==> config.mk <==
export PLATFORM = sky130hd
export DESIGN_NAME = spell_mem_arbiter_flat
export DESIGN_NICKNAME = d
export VERILOG_FILES = /design/src/rtl/spell_mem_pkg.sv /design/src/rtl/spell_mem_arbiter_if.sv /design/src/rtl/spell_rr_arb2.sv /design/src/rtl/spell_mem_arbiter.sv /design/src/flat_wrapper.sv
export SDC_FILE = /design/constraint.sdc
export NUM_CORES = 1
export LEC_CHECK = 0
export CAP_MARGIN = 30
export CORE_AREA = 4 4 77 79
export CTS_CLUSTER_SIZE = 16
export DETAILED_ROUTE_END_ITERATION = 10
export DIE_AREA = 0 0 81 83
export GPL_ROUTABILITY_DRIVEN = 0
export PLACE_DENSITY_LB_ADDON = 0.3
export SETUP_SLACK_MARGIN = 0.5
export SLEW_MARGIN = 20
export SYNTH_ARGS = -nofsm -noshare
export SYNTH_HDL_FRONTEND = slang
export SYNTH_SLANG_ARGS = --single-unit
==> constraint.sdc <==
create_clock -name clock -period 2.04 [get_ports clock]
set_input_delay 0.204 -clock clock [delete_from_list [all_inputs] [get_ports clock]]
set_output_delay 0.204 -clock clock [all_outputs]
set_load 0.01 [all_outputs]
==> src/rtl/spell_mem_pkg.sv <==
// Shared types and constants for the spell memory arbiter slice.
package spell_mem_pkg;

    localparam int   DEF_ADDR_W = 8;
    localparam int   DEF_DATA_W = 8;
    localparam logic PORT_A     = 1'b0;
    localparam logic PORT_B     = 1'b1;

    typedef enum logic [1:0] {
        IDLE,
        ACCESS,
        RESPOND
    } state_e;

endpackage

==> src/rtl/spell_mem_arbiter_if.sv <==
// Requester ports A/B plus the spell memory handshake, bundled as one interface.
interface spell_mem_arbiter_if
    import spell_mem_pkg::*;
#(
    parameter int ADDR_W = DEF_ADDR_W,
    parameter int DATA_W = DEF_DATA_W
);
    logic              a_req;
    logic [ADDR_W-1:0] a_addr;
    logic [DATA_W-1:0] a_data_in;
    logic              a_memory_type_data;
    logic              a_write;
    logic [DATA_W-1:0] a_data_out;
    logic              a_ack;
    logic              a_error;

    logic              b_req;
    logic [ADDR_W-1:0] b_addr;
    logic [DATA_W-1:0] b_data_in;
    logic              b_memory_type_data;
    logic              b_write;
    logic [DATA_W-1:0] b_data_out;
    logic              b_ack;
    logic              b_error;

    logic              mem_select;
    logic [ADDR_W-1:0] mem_addr;
    logic [DATA_W-1:0] mem_data_in;
    logic              mem_memory_type_data;
    logic              mem_write;
    logic [DATA_W-1:0] mem_data_out;
    logic              mem_data_ready;

    logic              busy;
    logic              grant_b;

    // Arbiter side
    modport master (
        input  a_req, a_addr, a_data_in, a_memory_type_data, a_write,
        output a_data_out, a_ack, a_error,
        input  b_req, b_addr, b_data_in, b_memory_type_data, b_write,
        output b_data_out, b_ack, b_error,
        output mem_select, mem_addr, mem_data_in, mem_memory_type_data, mem_write,
        input  mem_data_out, mem_data_ready,
        output busy, grant_b
    );

    // Requesters and memory side
    modport slave (
        output a_req, a_addr, a_data_in, a_memory_type_data, a_write,
        input  a_data_out, a_ack, a_error,
        output b_req, b_addr, b_data_in, b_memory_type_data, b_write,
        input  b_data_out, b_ack, b_error,
        input  mem_select, mem_addr, mem_data_in, mem_memory_type_data, mem_write,
        output mem_data_out, mem_data_ready,
        input  busy, grant_b
    );

endinterface

==> src/rtl/spell_rr_arb2.sv <==
// Combinational two-way round-robin pick; on a tie the port that did not own last wins.
module spell_rr_arb2
    import spell_mem_pkg::*;
(
    input  logic a_req_i,
    input  logic b_req_i,
    input  logic grant_b_i,
    output logic vld_o,
    output logic pick_b_o
);

    assign vld_o    = a_req_i | b_req_i;
    assign pick_b_o = b_req_i & (~a_req_i | (grant_b_i == PORT_A));

endmodule

==> src/rtl/spell_mem_arbiter.sv <==
// Two-port arbiter/sequencer for the spell memory select/data_ready handshake,
// with a watchdog that aborts accesses the memory never completes.
module spell_mem_arbiter
    import spell_mem_pkg::*;
#(
    parameter int ADDR_W  = DEF_ADDR_W,
    parameter int DATA_W  = DEF_DATA_W,
    parameter int TIMEOUT = 15
) (
    input  logic                clock,
    input  logic                reset_n,
    spell_mem_arbiter_if.master bus
);

    localparam int CNT_W = $clog2(TIMEOUT + 1);

    state_e             state_q, state_d;
    logic [CNT_W-1:0]   cnt_q, cnt_d;
    logic               sel_q, sel_d;
    logic [ADDR_W-1:0]  addr_q, addr_d;
    logic [DATA_W-1:0]  wdata_q, wdata_d;
    logic               type_q, type_d;
    logic               write_q, write_d;
    logic [DATA_W-1:0]  a_dout_q, a_dout_d, b_dout_q, b_dout_d;
    logic               a_ack_q, a_ack_d, a_err_q, a_err_d;
    logic               b_ack_q, b_ack_d, b_err_q, b_err_d;
    logic               busy_q, busy_d;
    logic               grant_b_q, grant_b_d;

    logic               pick_vld, pick_b;
    logic               done, timed_out;
    logic [DATA_W-1:0]  rd_val;

    spell_rr_arb2 u_arb (
        .a_req_i   (bus.a_req),
        .b_req_i   (bus.b_req),
        .grant_b_i (grant_b_q),
        .vld_o     (pick_vld),
        .pick_b_o  (pick_b)
    );

    always_ff @(posedge clock or negedge reset_n) begin
        if (!reset_n) begin
            state_q   <= IDLE;
            cnt_q     <= '0;
            sel_q     <= 1'b0;
            addr_q    <= '0;
            wdata_q   <= '0;
            type_q    <= 1'b0;
            write_q   <= 1'b0;
            a_dout_q  <= '0;
            b_dout_q  <= '0;
            a_ack_q   <= 1'b0;
            a_err_q   <= 1'b0;
            b_ack_q   <= 1'b0;
            b_err_q   <= 1'b0;
            busy_q    <= 1'b0;
            grant_b_q <= PORT_B;
        end else begin
            state_q   <= state_d;
            cnt_q     <= cnt_d;
            sel_q     <= sel_d;
            addr_q    <= addr_d;
            wdata_q   <= wdata_d;
            type_q    <= type_d;
            write_q   <= write_d;
            a_dout_q  <= a_dout_d;
            b_dout_q  <= b_dout_d;
            a_ack_q   <= a_ack_d;
            a_err_q   <= a_err_d;
            b_ack_q   <= b_ack_d;
            b_err_q   <= b_err_d;
            busy_q    <= busy_d;
            grant_b_q <= grant_b_d;
        end
    end

    always_comb begin
        state_d   = state_q;
        cnt_d     = cnt_q;
        sel_d     = sel_q;
        addr_d    = addr_q;
        wdata_d   = wdata_q;
        type_d    = type_q;
        write_d   = write_q;
        a_dout_d  = a_dout_q;
        b_dout_d  = b_dout_q;
        a_ack_d   = 1'b0;
        a_err_d   = 1'b0;
        b_ack_d   = 1'b0;
        b_err_d   = 1'b0;
        grant_b_d = grant_b_q;
        // Data ready wins over the watchdog when both land on the same cycle
        timed_out = !bus.mem_data_ready && (cnt_q == CNT_W'(TIMEOUT - 1));
        done      = bus.mem_data_ready || timed_out;
        rd_val    = bus.mem_data_ready ? bus.mem_data_out : '0;

        unique case (state_q)
            IDLE: begin
                if (pick_vld) begin
                    grant_b_d = pick_b ? PORT_B : PORT_A;
                    addr_d    = pick_b ? bus.b_addr : bus.a_addr;
                    wdata_d   = pick_b ? bus.b_data_in : bus.a_data_in;
                    type_d    = pick_b ? bus.b_memory_type_data : bus.a_memory_type_data;
                    write_d   = pick_b ? bus.b_write : bus.a_write;
                    sel_d     = 1'b1;
                    cnt_d     = '0;
                    state_d   = ACCESS;
                end
            end
            ACCESS: begin
                cnt_d = cnt_q + CNT_W'(1);
                if (done) begin
                    sel_d   = 1'b0;
                    state_d = RESPOND;
                    if (grant_b_q == PORT_B) begin
                        b_ack_d = 1'b1;
                        b_err_d = timed_out;
                        if (!write_q) b_dout_d = rd_val;
                    end else begin
                        a_ack_d = 1'b1;
                        a_err_d = timed_out;
                        if (!write_q) a_dout_d = rd_val;
                    end
                end
            end
            RESPOND: state_d = IDLE;
            default: state_d = IDLE;
        endcase

        busy_d = (state_d != IDLE);
    end

    assign bus.mem_select           = sel_q;
    assign bus.mem_addr             = addr_q;
    assign bus.mem_data_in          = wdata_q;
    assign bus.mem_memory_type_data = type_q;
    assign bus.mem_write            = write_q;
    assign bus.a_data_out           = a_dout_q;
    assign bus.a_ack                = a_ack_q;
    assign bus.a_error              = a_err_q;
    assign bus.b_data_out           = b_dout_q;
    assign bus.b_ack                = b_ack_q;
    assign bus.b_error              = b_err_q;
    assign bus.busy                 = busy_q;
    assign bus.grant_b              = grant_b_q;

endmodule

==> src/flat_wrapper.sv <==
// flat-port wrapper written by rule: the top's interface ports become plain ports
module spell_mem_arbiter_flat import spell_mem_pkg::*;
#(
    parameter int ADDR_W  = DEF_ADDR_W,
    parameter int DATA_W  = DEF_DATA_W,
    parameter int TIMEOUT = 15
)
  (clock, reset_n, bus_a_req, bus_a_addr, bus_a_data_in, bus_a_memory_type_data, bus_a_write, bus_a_data_out, bus_a_ack, bus_a_error, bus_b_req, bus_b_addr, bus_b_data_in, bus_b_memory_type_data, bus_b_write, bus_b_data_out, bus_b_ack, bus_b_error, bus_mem_select, bus_mem_addr, bus_mem_data_in, bus_mem_memory_type_data, bus_mem_write, bus_mem_data_out, bus_mem_data_ready, bus_busy, bus_grant_b);
  spell_mem_arbiter_if #(.ADDR_W(ADDR_W), .DATA_W(DATA_W)) bus_i ();
  input  logic clock;
  input  logic reset_n;
  input wire logic [$bits(bus_i.a_req)-1:0] bus_a_req;
  input wire logic [$bits(bus_i.a_addr)-1:0] bus_a_addr;
  input wire logic [$bits(bus_i.a_data_in)-1:0] bus_a_data_in;
  input wire logic [$bits(bus_i.a_memory_type_data)-1:0] bus_a_memory_type_data;
  input wire logic [$bits(bus_i.a_write)-1:0] bus_a_write;
  output wire logic [$bits(bus_i.a_data_out)-1:0] bus_a_data_out;
  output wire logic [$bits(bus_i.a_ack)-1:0] bus_a_ack;
  output wire logic [$bits(bus_i.a_error)-1:0] bus_a_error;
  input wire logic [$bits(bus_i.b_req)-1:0] bus_b_req;
  input wire logic [$bits(bus_i.b_addr)-1:0] bus_b_addr;
  input wire logic [$bits(bus_i.b_data_in)-1:0] bus_b_data_in;
  input wire logic [$bits(bus_i.b_memory_type_data)-1:0] bus_b_memory_type_data;
  input wire logic [$bits(bus_i.b_write)-1:0] bus_b_write;
  output wire logic [$bits(bus_i.b_data_out)-1:0] bus_b_data_out;
  output wire logic [$bits(bus_i.b_ack)-1:0] bus_b_ack;
  output wire logic [$bits(bus_i.b_error)-1:0] bus_b_error;
  output wire logic [$bits(bus_i.mem_select)-1:0] bus_mem_select;
  output wire logic [$bits(bus_i.mem_addr)-1:0] bus_mem_addr;
  output wire logic [$bits(bus_i.mem_data_in)-1:0] bus_mem_data_in;
  output wire logic [$bits(bus_i.mem_memory_type_data)-1:0] bus_mem_memory_type_data;
  output wire logic [$bits(bus_i.mem_write)-1:0] bus_mem_write;
  input wire logic [$bits(bus_i.mem_data_out)-1:0] bus_mem_data_out;
  input wire logic [$bits(bus_i.mem_data_ready)-1:0] bus_mem_data_ready;
  output wire logic [$bits(bus_i.busy)-1:0] bus_busy;
  output wire logic [$bits(bus_i.grant_b)-1:0] bus_grant_b;
  assign bus_i.a_req = bus_a_req;
  assign bus_i.a_addr = bus_a_addr;
  assign bus_i.a_data_in = bus_a_data_in;
  assign bus_i.a_memory_type_data = bus_a_memory_type_data;
  assign bus_i.a_write = bus_a_write;
  assign bus_a_data_out = bus_i.a_data_out;
  assign bus_a_ack = bus_i.a_ack;
  assign bus_a_error = bus_i.a_error;
  assign bus_i.b_req = bus_b_req;
  assign bus_i.b_addr = bus_b_addr;
  assign bus_i.b_data_in = bus_b_data_in;
  assign bus_i.b_memory_type_data = bus_b_memory_type_data;
  assign bus_i.b_write = bus_b_write;
  assign bus_b_data_out = bus_i.b_data_out;
  assign bus_b_ack = bus_i.b_ack;
  assign bus_b_error = bus_i.b_error;
  assign bus_mem_select = bus_i.mem_select;
  assign bus_mem_addr = bus_i.mem_addr;
  assign bus_mem_data_in = bus_i.mem_data_in;
  assign bus_mem_memory_type_data = bus_i.mem_memory_type_data;
  assign bus_mem_write = bus_i.mem_write;
  assign bus_i.mem_data_out = bus_mem_data_out;
  assign bus_i.mem_data_ready = bus_mem_data_ready;
  assign bus_busy = bus_i.busy;
  assign bus_grant_b = bus_i.grant_b;
  spell_mem_arbiter #(.ADDR_W(ADDR_W), .DATA_W(DATA_W), .TIMEOUT(TIMEOUT)) u_core (.clock(clock), .reset_n(reset_n), .bus(bus_i));
endmodule
### Word level (Yosys, flattened, before mapping)

Index checks and enable logic that the tools add are counted.

* flip-flop bits (word level): 47
* bits of input ports: 49
* output and inout port bits: 41
* word-level logic and storage cells: 63

* add/subtract/negate cells: 1
* equality and inequality tests: 4
* muxes and demuxes: 26
* bitwise operators: 6
* reduce and logical (&&, ||, !) cells: 11

Operators by type and width (number)
* 8-bit 2-to-1 mux: 3
* 1-bit 2-to-1 mux: 17
* 4-bit case mux with 2 select lines: 1
* 4-bit AND reduction: 2
* 4-bit by 1-bit adder with 4-bit output, second input constant: 1
* 4-bit equality test, second input constant: 1
* 2-bit 2-to-1 mux: 2
* 4-bit 2-to-1 mux: 1
* 2-bit by 1-bit != test with 1-bit output, second input constant: 2
* 2-bit case mux with 2 select lines: 1
* 2-bit AND reduction: 2
* 2-bit nonzero test: 2
* 1-bit NOT: 3
* 3-bit AND reduction: 1
* 2-bit by 1-bit equality test with 1-bit output, second input constant: 1
* 2-bit zero test: 1
* 1-bit bitwise OR: 2
* 1-bit case mux with 2 select lines: 1
* 1-bit AND: 1
* 1-bit logical AND: 1
* 1-bit zero test: 1
* 1-bit logical OR: 1

### Depth between registers and ports, before layout

* depth in word-level cells: 6
* depth in mapped cells: 6
* depth with buffers taken out: 5

### By module

From an unflattened synthesis, not the netlist that was laid out.

* cells, all modules: 167
* area, all modules: 2064.5 um^2

By module, submodules not included
* spell_mem_arbiter: times used 1, cells an instance 165, area each 2050.7 um^2, seq. area each 1177.4 um^2
* spell_rr_arb2: times used 1, cells an instance 2, area each 13.8 um^2, seq. area each 0.0 um^2

### Worst setup path before layout

OpenSTA, ideal clock, no wires.

* path type: reg2reg
* from: register u_core.grant_b_q, in the netlist u_core.bus.grant_b
* to: register u_core.b_dout_q[0], in the netlist u_core.bus.b_data_out[0]
* setup time: 0.125 ns
* arrival: 1.612 ns
* required time: 1.915 ns
* setup slack: 0.303 ns
* stages on the path, launching flop included: 5
* path buffers: 1
* period minus slack after synthesis: 1.737 ns
* cells stage by stage: dfstp_2 > inv_1 > or4_4 > buf_6 > mux2_4

* cells in the longest elaborated chain, start to end: 1

Ends and longest elaborated chain
* from (decl): RTL line spell_mem_arbiter.sv:28 `logic grant_b_q, grant_b_d;`
* from (signal assigned): RTL line spell_mem_arbiter.sv:74 `grant_b_q <= grant_b_d;`
* 4-bit AND reduction (no line)
* to (signal assigned): RTL line spell_mem_arbiter.sv:68 `b_dout_q <= b_dout_d;`
* to (decl): RTL line spell_mem_arbiter.sv:24 `logic [DATA_W-1:0] a_dout_q, a_dout_d, b_dout_q, b_dout_d;`

No other way between the ends.
A chain may end at the register's enable or synchronous reset.

### Worst setup path after layout

* from: register u_core.cnt_q[0]
* to: register u_core.b_dout_q[7], in the netlist u_core.bus.b_data_out[7]

* cells in the longest elaborated chain, start to end: 4

Ends and longest elaborated chain
* from (decl): RTL line spell_mem_arbiter.sv:18 `logic [CNT_W-1:0] cnt_q, cnt_d;`
* from (signal assigned): RTL line spell_mem_arbiter.sv:61 `cnt_q <= cnt_d;`
* 4-bit equality test: RTL line spell_mem_arbiter.sv:94 `timed_out = !bus.mem_data_ready && (cnt_q == CNT_W'(TIMEOUT - 1));`
* 1-bit logical AND: RTL line spell_mem_arbiter.sv:94
* 1-bit logical OR: RTL line spell_mem_arbiter.sv:95 `done = bus.mem_data_ready || timed_out;`
* 4-bit AND reduction (no line)

No other way between the ends.

==> impl_metrics.ini <==
[timing]
skew_ps = 3.97
fin_crit_sh_pct = 84.3
setup-tns-final_ps = 0
tightestPinTransition_ps = 465
fmax_ghz = 0.581
setup_viol = 0
hold_violations = 0
finalCriticalPeriod_ps = 1720
grt_setup_unrepaired = yes
drv_slew = 0
max_slew_margin_pct = 69.0

[clock_network]
clock_latency_ps = 290
clk_pin_slew_ps = 80
cts_buffer_depth = 2
numCtsBuffers = 5
clkSinkCount = 47
clockRootBuffer = clkbuf_8
cts_tree = built
ctsHtreeMaxLevel = 2

[critical_path]
crit_type = flip-flop to flip-flop
cp-startpoint = u_core.cnt_q[0]$_DFFE_PN0P_
worst_ep_arrival_time_ps = 1900
cp_max_fo = 8
required_ps = 2220
worstReg2RegStart = u_core.cnt_q[0]$_DFFE_PN0P_
start_kind = flip-flop
endpoint_kind = flip-flop
reg2reg_slack_ps = 320

[yosys]
syn_nets = 200
ys_seq_area_share_pct = 54.7
synthDominantCellAreaShare_pct = 53.5
ys_types = 29
syn_inst = 149
synth_ff_type = dfrtp_1
synth_area_leaders = dfrtp_1, mux2_2, mux2_4
synth_seq_cells = 47
syn_avg_cell_area_um2 = 14.5
synth_top_area_cell = dfrtp_1
synth-async-reset-ratio_pct = 100
synth_most_common_cell = dfrtp_1
synth_commonest_cells = dfrtp_1, mux2_2, mux2_4, and2_1, nor2_1
synth_area_mm2 = 0.00215
yosys_warnings = 0
synth_enable_flop_cells = 0

[final_layout]
nets = 303
diodes = 0
synthToLayoutAreaGrowth_pct = 54.3
drive_gt1_share_pct = 32.0
fin_util_pct = 62.2

[global_route]
grt_pass1_vias = 1650
antenna_found_initial = 0
grt_usage_pct = 14.8
overflow = 0
grt_max_degree = 22
grt_pass1_wl_mm = 7.80

[run_status]
outcome = finished, final reports clean

[floorplan]
die_y_um = 83
initial_core_util_pct = 40.3
die_w_um = 81
io_pins = 90
core_area_mm2 = 0.00534
rows = 27
dieArea_mm2 = 0.00672

[placement]
portBuffers = 89
place_hpwl_mm = 3.69

[detailed_routing]
viasPerCell = 4.77
first_iter_violations = 40
drt_first_pass_iters = 4
drc = 0
num_vias = 1549
drt.antenna.violating_nets = 0
routed_wl_mm = 4.89
wl_per_cell_um = 15.1

[power]
irDropWorstVdd_uv = 630
leakagePower_nw = 1.47
p_total_mw = 4.19
power_density_mw_per_mm2 = 1260

[run]
drv_cap = 0

[worst_hold_path]
hp-class = input pin to async pin
-- cell families (layout without fill, tap and decap cells) --
logic type      count (synthesis)  after routing  synth area share (%)
fa+ha+maj                       2              2                  1.16
xor+xnor                        1              1                 0.407
compound gates                  8              8                  2.38
flops                          47             47                  54.7
mux                            54             54                  31.0
simple gates                   27             27                  7.73
buf+inv                        10            114                  2.67
-- power breakdown --
| group | switching, mW | leakage (nW) | total [mW] | internal [mW] |
|---|---|---|---|---|
| sequential | 0.243 | 0.582 | 1.58 | 1.34 |
| combinational | 0.743 | 0.850 | 2.07 | 1.33 |
| clock | 0.291 | 0.0395 | 0.535 | 0.244 |
-- through the flow --
step | setup WS (ps) | hold slack (ps) | cell area [um^2] | std cells
after global placement | 218 | 193 | 3170 | 312
after floorplan | 356 | -91.6 | 2170 | 149
final | 319 | 391 | 3320 | 325
after CTS | 267 | 406 | 3280 | 322
after global routing | 279 | 430 | 3320 | 325
after detailed placement | 183 | 190 | 3170 | 312
-- final timing paths --
kind / cells after the start / to
max: 5 / u_core.bus.b_data_out[7]$_DFFE_PN0P_
min: 2 / u_core.bus.a_data_out[6]$_DFFE_PN0P_
max reg2reg: 5 / u_core.bus.b_data_out[7]$_DFFE_PN0P_
min reg2reg: 1 / u_core.bus.mem_select$_DFFE_PN0P_
max in group asynchronous: 3 / u_core.bus.b_error$_DFF_PN0_
min in group clock: 1 / u_core.bus.mem_select$_DFFE_PN0P_
-- flip-flops by register name, indices dropped and copies added (netlist names), 2 cells and up --
signal,flops
u_core.state_q,2
u_core.cnt_q,4
u_core.bus.mem_addr,8
u_core.bus.b_data_out,8
u_core.bus.a_data_out,8
u_core.bus.mem_data_in,8
-- metal layers --
| layer | wire length (um) | vias up | track usage [%] |
|---|---|---|---|
| met5 | 0 | - | 0 |
| met4 | 29 | 0 | 3.38 |
| met3 | 448 | 4 | 6.07 |
| met2 | 2360 | 64 | 24.6 |
| met1 | 2050 | 747 | 17.7 |
| li1 | - | 734 | - |
-- final cells by class --
type	instances	area (um^2)
Fill cell	466	2020
Sequential cell	47	1180
Timing Repair Buffer	103	1010
Multi-Input combinational cell	92	952
Tap cell	72	90.1
Clock buffer	8	80.1
Inverter	3	11.3
-- placed cells by master, fill, tap and decap left out, drive strengths merged, types with 2 or more instances in the layout --
cell,count
clkdlybuf4s50,86
mux2,53
dfrtp,46
buf,14
and2,8
clkbuf,8
nor2,7
inv,3
nor4,2
o21ai,2
or4,2
nand2b,2
nor3,2
ha,2
-- worst max-delay path, stage by stage, from the launching register on --
cell and delay, ps:
dfrtp_1 380, inv_1 60, ha_2 200, a31oi_4 100, or4_4 540, mux2_4 330
-- repair_timing --
item	4_1_cts	5_1_grt
endpoints found under the setup margin	18	35
hold endpoints to repair	18	0
pin swaps	1	1
resized for setup	3	4
buffers inserted	1	3
hold buffers	1	0
No activity file was read; power rests on OpenSTA's default activity.
==> RTL edit 1: new RTL, config.mk and constraints unchanged <==
Take the reset off `addr_q` and load it in a clocked block of its own.
--- a/src/rtl/spell_mem_arbiter.sv
+++ b/src/rtl/spell_mem_arbiter.sv
@@ -45,5 +45,4 @@
             cnt_q     <= '0;
             sel_q     <= 1'b0;
-            addr_q    <= '0;
             wdata_q   <= '0;
             type_q    <= 1'b0;
@@ -61,5 +60,4 @@
             cnt_q     <= cnt_d;
             sel_q     <= sel_d;
-            addr_q    <= addr_d;
             wdata_q   <= wdata_d;
             type_q    <= type_d;
@@ -74,4 +72,8 @@
             grant_b_q <= grant_b_d;
         end
+    end
+
+    always_ff @(posedge clock) begin
+        addr_q <= addr_d;
     end
 
Formal check against the unedited RTL: not equivalent (Yosys sat finds a counterexample within 4 cycles, from zero or initial values and one cycle with reset_n low).
==> RTL edit 1 against the unedited design <==
Clock skew is 0.0047 ns higher; synthesized area is 3.0% lower; power is 2.9% higher; worst setup slack worse by 0.019 ns; wire length is 3.3% higher; sequential cell count stayed put; final area is 4.0% higher; final cell count is 1.2% lower; global-route usage is 0.38 points lower; largest power group unchanged; highest routed layer unchanged.
==> RTL edit 1: results (changes against the unedited design) <==
metric	value	unit	change
status	completed		
Cells after Synth	140		-6.0%
adder and majority gate portion of the synthesized area	1.198	%	+0.035 points
HPWL after DPL	3440	µm	-6.7%
initial DRC count	47		+18%
Max rail drop VDD	0.6123	mV	-2.8%
Compound-Gate Fraction of Synth Area	2.275	%	-0.11 points
routed wl met3	517	µm	+15%
WL/cell	15.74	µm	+4.6%
synth warn	0		unchanged
post_cts resized	4		+1
post-synthesis xor/xnor area fraction	0.8383	%	+0.43 points
met2 WL	2474	µm	+4.8%
final hold slack	0.2690	ns	-0.1223 ns
Post-synth top cells	dfrtp_1 (38), mux2_2 (29), mux2_4 (16), and2_1 (8), edfxtp_1 (8)		
cell area after placement	3143	µm²	-0.91%
crit path DAT	1.92	ns	+0.02 ns
Mapped Nets	191		-4.5%
M3 GR Usage	6.508	%	+0.43 points
Netlist cell types	28		-3.4%
vias in the first global route	1591		-3.6%
fraction of registers with async set or reset after synthesis	82.98	%	-17 points
M2 GR Usage	23.90	%	-0.67 points
Vias	1543		-0.39%
r2r setup slk	0.30	ns	-0.02 ns
slew at the pin with the worst max-slew slack	0.2772	ns	-0.1881 ns
post-CTS setup buffer count	4		+3
Multi-input gate area	935.9	µm²	-1.7%
CP max stage delay	0.43	ns	-0.11 ns
EDFF count, synth	8		+8
mux cell area share after synthesis	27.60	%	-3.4 points
cell-internal power	3.044	mW	+4.4%
fin worst setup slack	0.3008	ns	-0.01860 ns
pin count of the biggest net entering global routing	40		+82%
Placement Setup Slack	0.1919	ns	+0.009380 ns
fin nets	299		-1.3%
Tot GR Track Use	14.42	%	-0.38 points
Worst Skew	0.008684	ns	+0.004710 ns
register bit total from synthesis	47		unchanged
fin cells	321		-1.2%
post-synthesis sequential area ratio	58.26	%	+3.6 points
reg2reg path depth	6		+1
met1 WL	1993	µm	-2.9%
first-pass iteration count of the detailed router	3		-1
Worst Setup EP	u_core.bus.a_data_out[6]		
fillers	437		-6.2%
Pleak	1.520	nW	+3.3%
-- RTL edit 1: cell types whose count changed in the layout (fill, tap and decap cells not counted), moves of 2 or more --
cell      unedited run  this run
buf_12               1         3
edfxtp_1             0         8
mux2_4              16        33
nor3_1               1         3
clkbuf_1             3         0
mux2_2              37        12
dfrtp_1             46        37
buf_6                1         3
-- RTL edit 1: area by class of cell --
type | instances | area share, %
Clock buffer | 5 | 1.991
Clock inverter | 3 | 1.122
Inverter | 2 | 0.2172
Multi-Input combinational cell | 84 | 27.08
Sequential cell | 47 | 35.26
Tap cell | 72 | 2.607
Timing Repair Buffer | 108 | 31.72
-- RTL edit 1: power groups by stage --
stage               registers, mW  logic [mW]  clock network (mW)
global route                 1.60        2.23               0.724
floorplan                    1.72       0.735                   0
global placement             1.59        1.84                   0
CTS                          1.55        1.94               0.689
detailed placement           1.59        1.86                   0
finish                       1.56        2.09               0.665
==> RTL edit 2: new RTL, same settings <==
Without the edit above. Change the package constant `DEF_DATA_W` from 8 to 6.
--- a/src/rtl/spell_mem_pkg.sv
+++ b/src/rtl/spell_mem_pkg.sv
@@ -3,5 +3,5 @@
 
     localparam int   DEF_ADDR_W = 8;
-    localparam int   DEF_DATA_W = 8;
+    localparam int   DEF_DATA_W = 6;
     localparam logic PORT_A     = 1'b0;
     localparam logic PORT_B     = 1'b1;
Ports: changed (6 resized); port bits go from 90 to 78. The function was not compared with the original's and may differ.
==> RTL edit 2 against the unedited design <==
Worst hold slack improved by 0.032 ns; worst setup slack improved by 0.030 ns; final cell count decreased by 8.9%; final area decreased by 6.9%; power decreased by 4.9%; synthesized area decreased by 12%; sequential cell count decreased by 6; wire length decreased by 10%; fmax increased by 1.8%; non-clock buffer count decreased by 14; global-route usage decreased by 0.84 points; critical path type unchanged.
==> RTL edit 2: results (changes against the unedited design) <==
metric	value	unit	change
initial DRC count	28		-30%
setup TNS	0	ns	unchanged
clock buffer depth	2		unchanged
H-tree levels	2		unchanged
Worst Skew	0.006071	ns	+0.002097 ns
M1 GR Usage	16.94	%	-0.74 points
first-pass GRT wire length	7265	µm	-6.8%
fillers	472		+1.3%
proportion of layout cells with a drive suffix above 1	33.04	%	+1.0 points
Vias	1375		-11%
status	completed		
first-pass iteration count of the detailed router	3		-1
worst min-delay path class	primary input to async pin		
vias in the first global route	1533		-7.1%
synth warn	0		unchanged
Port Buffers	77		-13%
Post-synth top cells	dfrtp_1 (40), mux2_2 (32), mux2_4 (12), nor2_1 (8), and2_1 (6)		
fraction of registers with async set or reset after synthesis	100.0	%	unchanged
M3 GR Usage	5.965	%	-0.11 points
clk_lat worst skew	0.29	ns	about the same
Synth area leaders	dfrtp_1 (53%), mux2_2 (19%), mux2_4 (9.5%)		
max reg flops	8		
antenna fix cells	0		unchanged
Pleak	1.410	nW	-4.2%
Tot GR Track Use	13.95	%	-0.84 points
TritonCTS buffer count	5		unchanged
fin nets	269		-11%
post-synthesis sequential area ratio	54.12	%	-0.56 points
slew margin rel.	82.47	%	+13 points
clock-pin slew on the worst setup and hold paths	0.07	ns	
top_reg_cell synth	dfrtp_1		
pin count of the biggest net entering global routing	42		+91%
Root Buffer	clkbuf_8		
Mapped Nets	180		-10%
HPWL after DPL	3105	µm	-16%
WL/cell	14.88	µm	-1.2%
Max rail drop VDD	0.5097	mV	-19%
Placement Setup Slack	0.1609	ns	-0.02161 ns
M2 GR Usage	22.03	%	-2.5 points
Netlist cell types	31		+6.9%
initial antenna violation count	0		unchanged
crit-path max FO	6		-2
## RTL edit 2: cell types whose count changed in the layout (fill, tap and decap cells not counted), moves of 2 or more
cell	before	now
dfrtp_1	46	39
clkdlybuf4s50_1	86	75
clkbuf_1	3	1
mux2_4	16	41
mux2_2	37	3
and2_1	8	6
buf_12	1	3
buf_4	11	6
## RTL edit 2: final timing paths
check	startpoint	to	slack, ns	cells after the start
worst min register to register	u_core.bus.mem_select	u_core.bus.mem_select	0.47	1
worst max-delay path	u_core.cnt_q[0]	u_core.bus.b_data_out[2]	0.35	5
min in group clock	u_core.bus.mem_select	u_core.bus.mem_select	0.47	1
worst max register to register	u_core.cnt_q[0]	u_core.bus.b_data_out[2]	0.35	5
worst min-delay path	reset_n	u_core.cnt_q[2]	0.42	3
max in group asynchronous	reset_n	u_core.bus.grant_b	1.36	3
## RTL edit 2: stage by stage
stage | hold slack, ns | util (%) | std cells | cell area (µm²)
finish | 0.4235 | 57.92 | 296 | 3092
global placement | 0.1901 | 52.18 | 283 | 2785
global route | 0.4447 | 57.92 | 296 | 3092
CTS | 0.4140 | 55.63 | 296 | 2969
floorplan | -0.09159 | - | 135 | 1909
detailed placement | 0.1931 | 52.18 | 283 | 2785
## RTL edit 2: kinds of logic after synthesis
kind of cell	synth area share, %
mux	29.00
flops	54.12
simple gates	8.306
compound gates	3.494
buf+inv	3.295
fa+ha+maj	1.318
xor+xnor	0.4615
## RTL edit 2: power breakdown
group          switching [mW]  internal (mW)  leakage, nW
logic                   0.726           1.33        0.861
registers               0.235           1.18        0.505
clock network           0.253          0.268       0.0443
total                    1.21           2.77         1.41
## RTL edit 2: worst max-delay path: stages, from the launching register on
cell     delay, ns
dfrtp_1       0.40
inv_2         0.07
ha_4          0.14
a31oi_4       0.08
or4_4         0.57
mux2_4        0.32
## RTL edit 2: per-layer routing
layer / share of wire [%] / up-vias
li1: - / 656
met1: 41 / 653
met2: 47 / 60
met3: 11 / 6
met4: 1.3 / 0
met5: 0 / -
## RTL edit 2: repair_timing
item,in CTS,in global routing
hold buffers,1,0
hold endpoints to repair,40,0
buffers inserted,4,0
resized for setup,7,35
gates cloned,1,0
pin swaps,1,4
endpoints found under the setup margin,19,28
## RTL edit 2: cell type report
type                            count  share of cell area [%]
Inverter                            3                  0.3642
Multi-Input combinational cell     84                   31.04
Tap cell                           72                   2.914
Clock buffer                        7                   2.792
Timing Repair Buffer               89                   29.62
Sequential cell                    41                   33.27
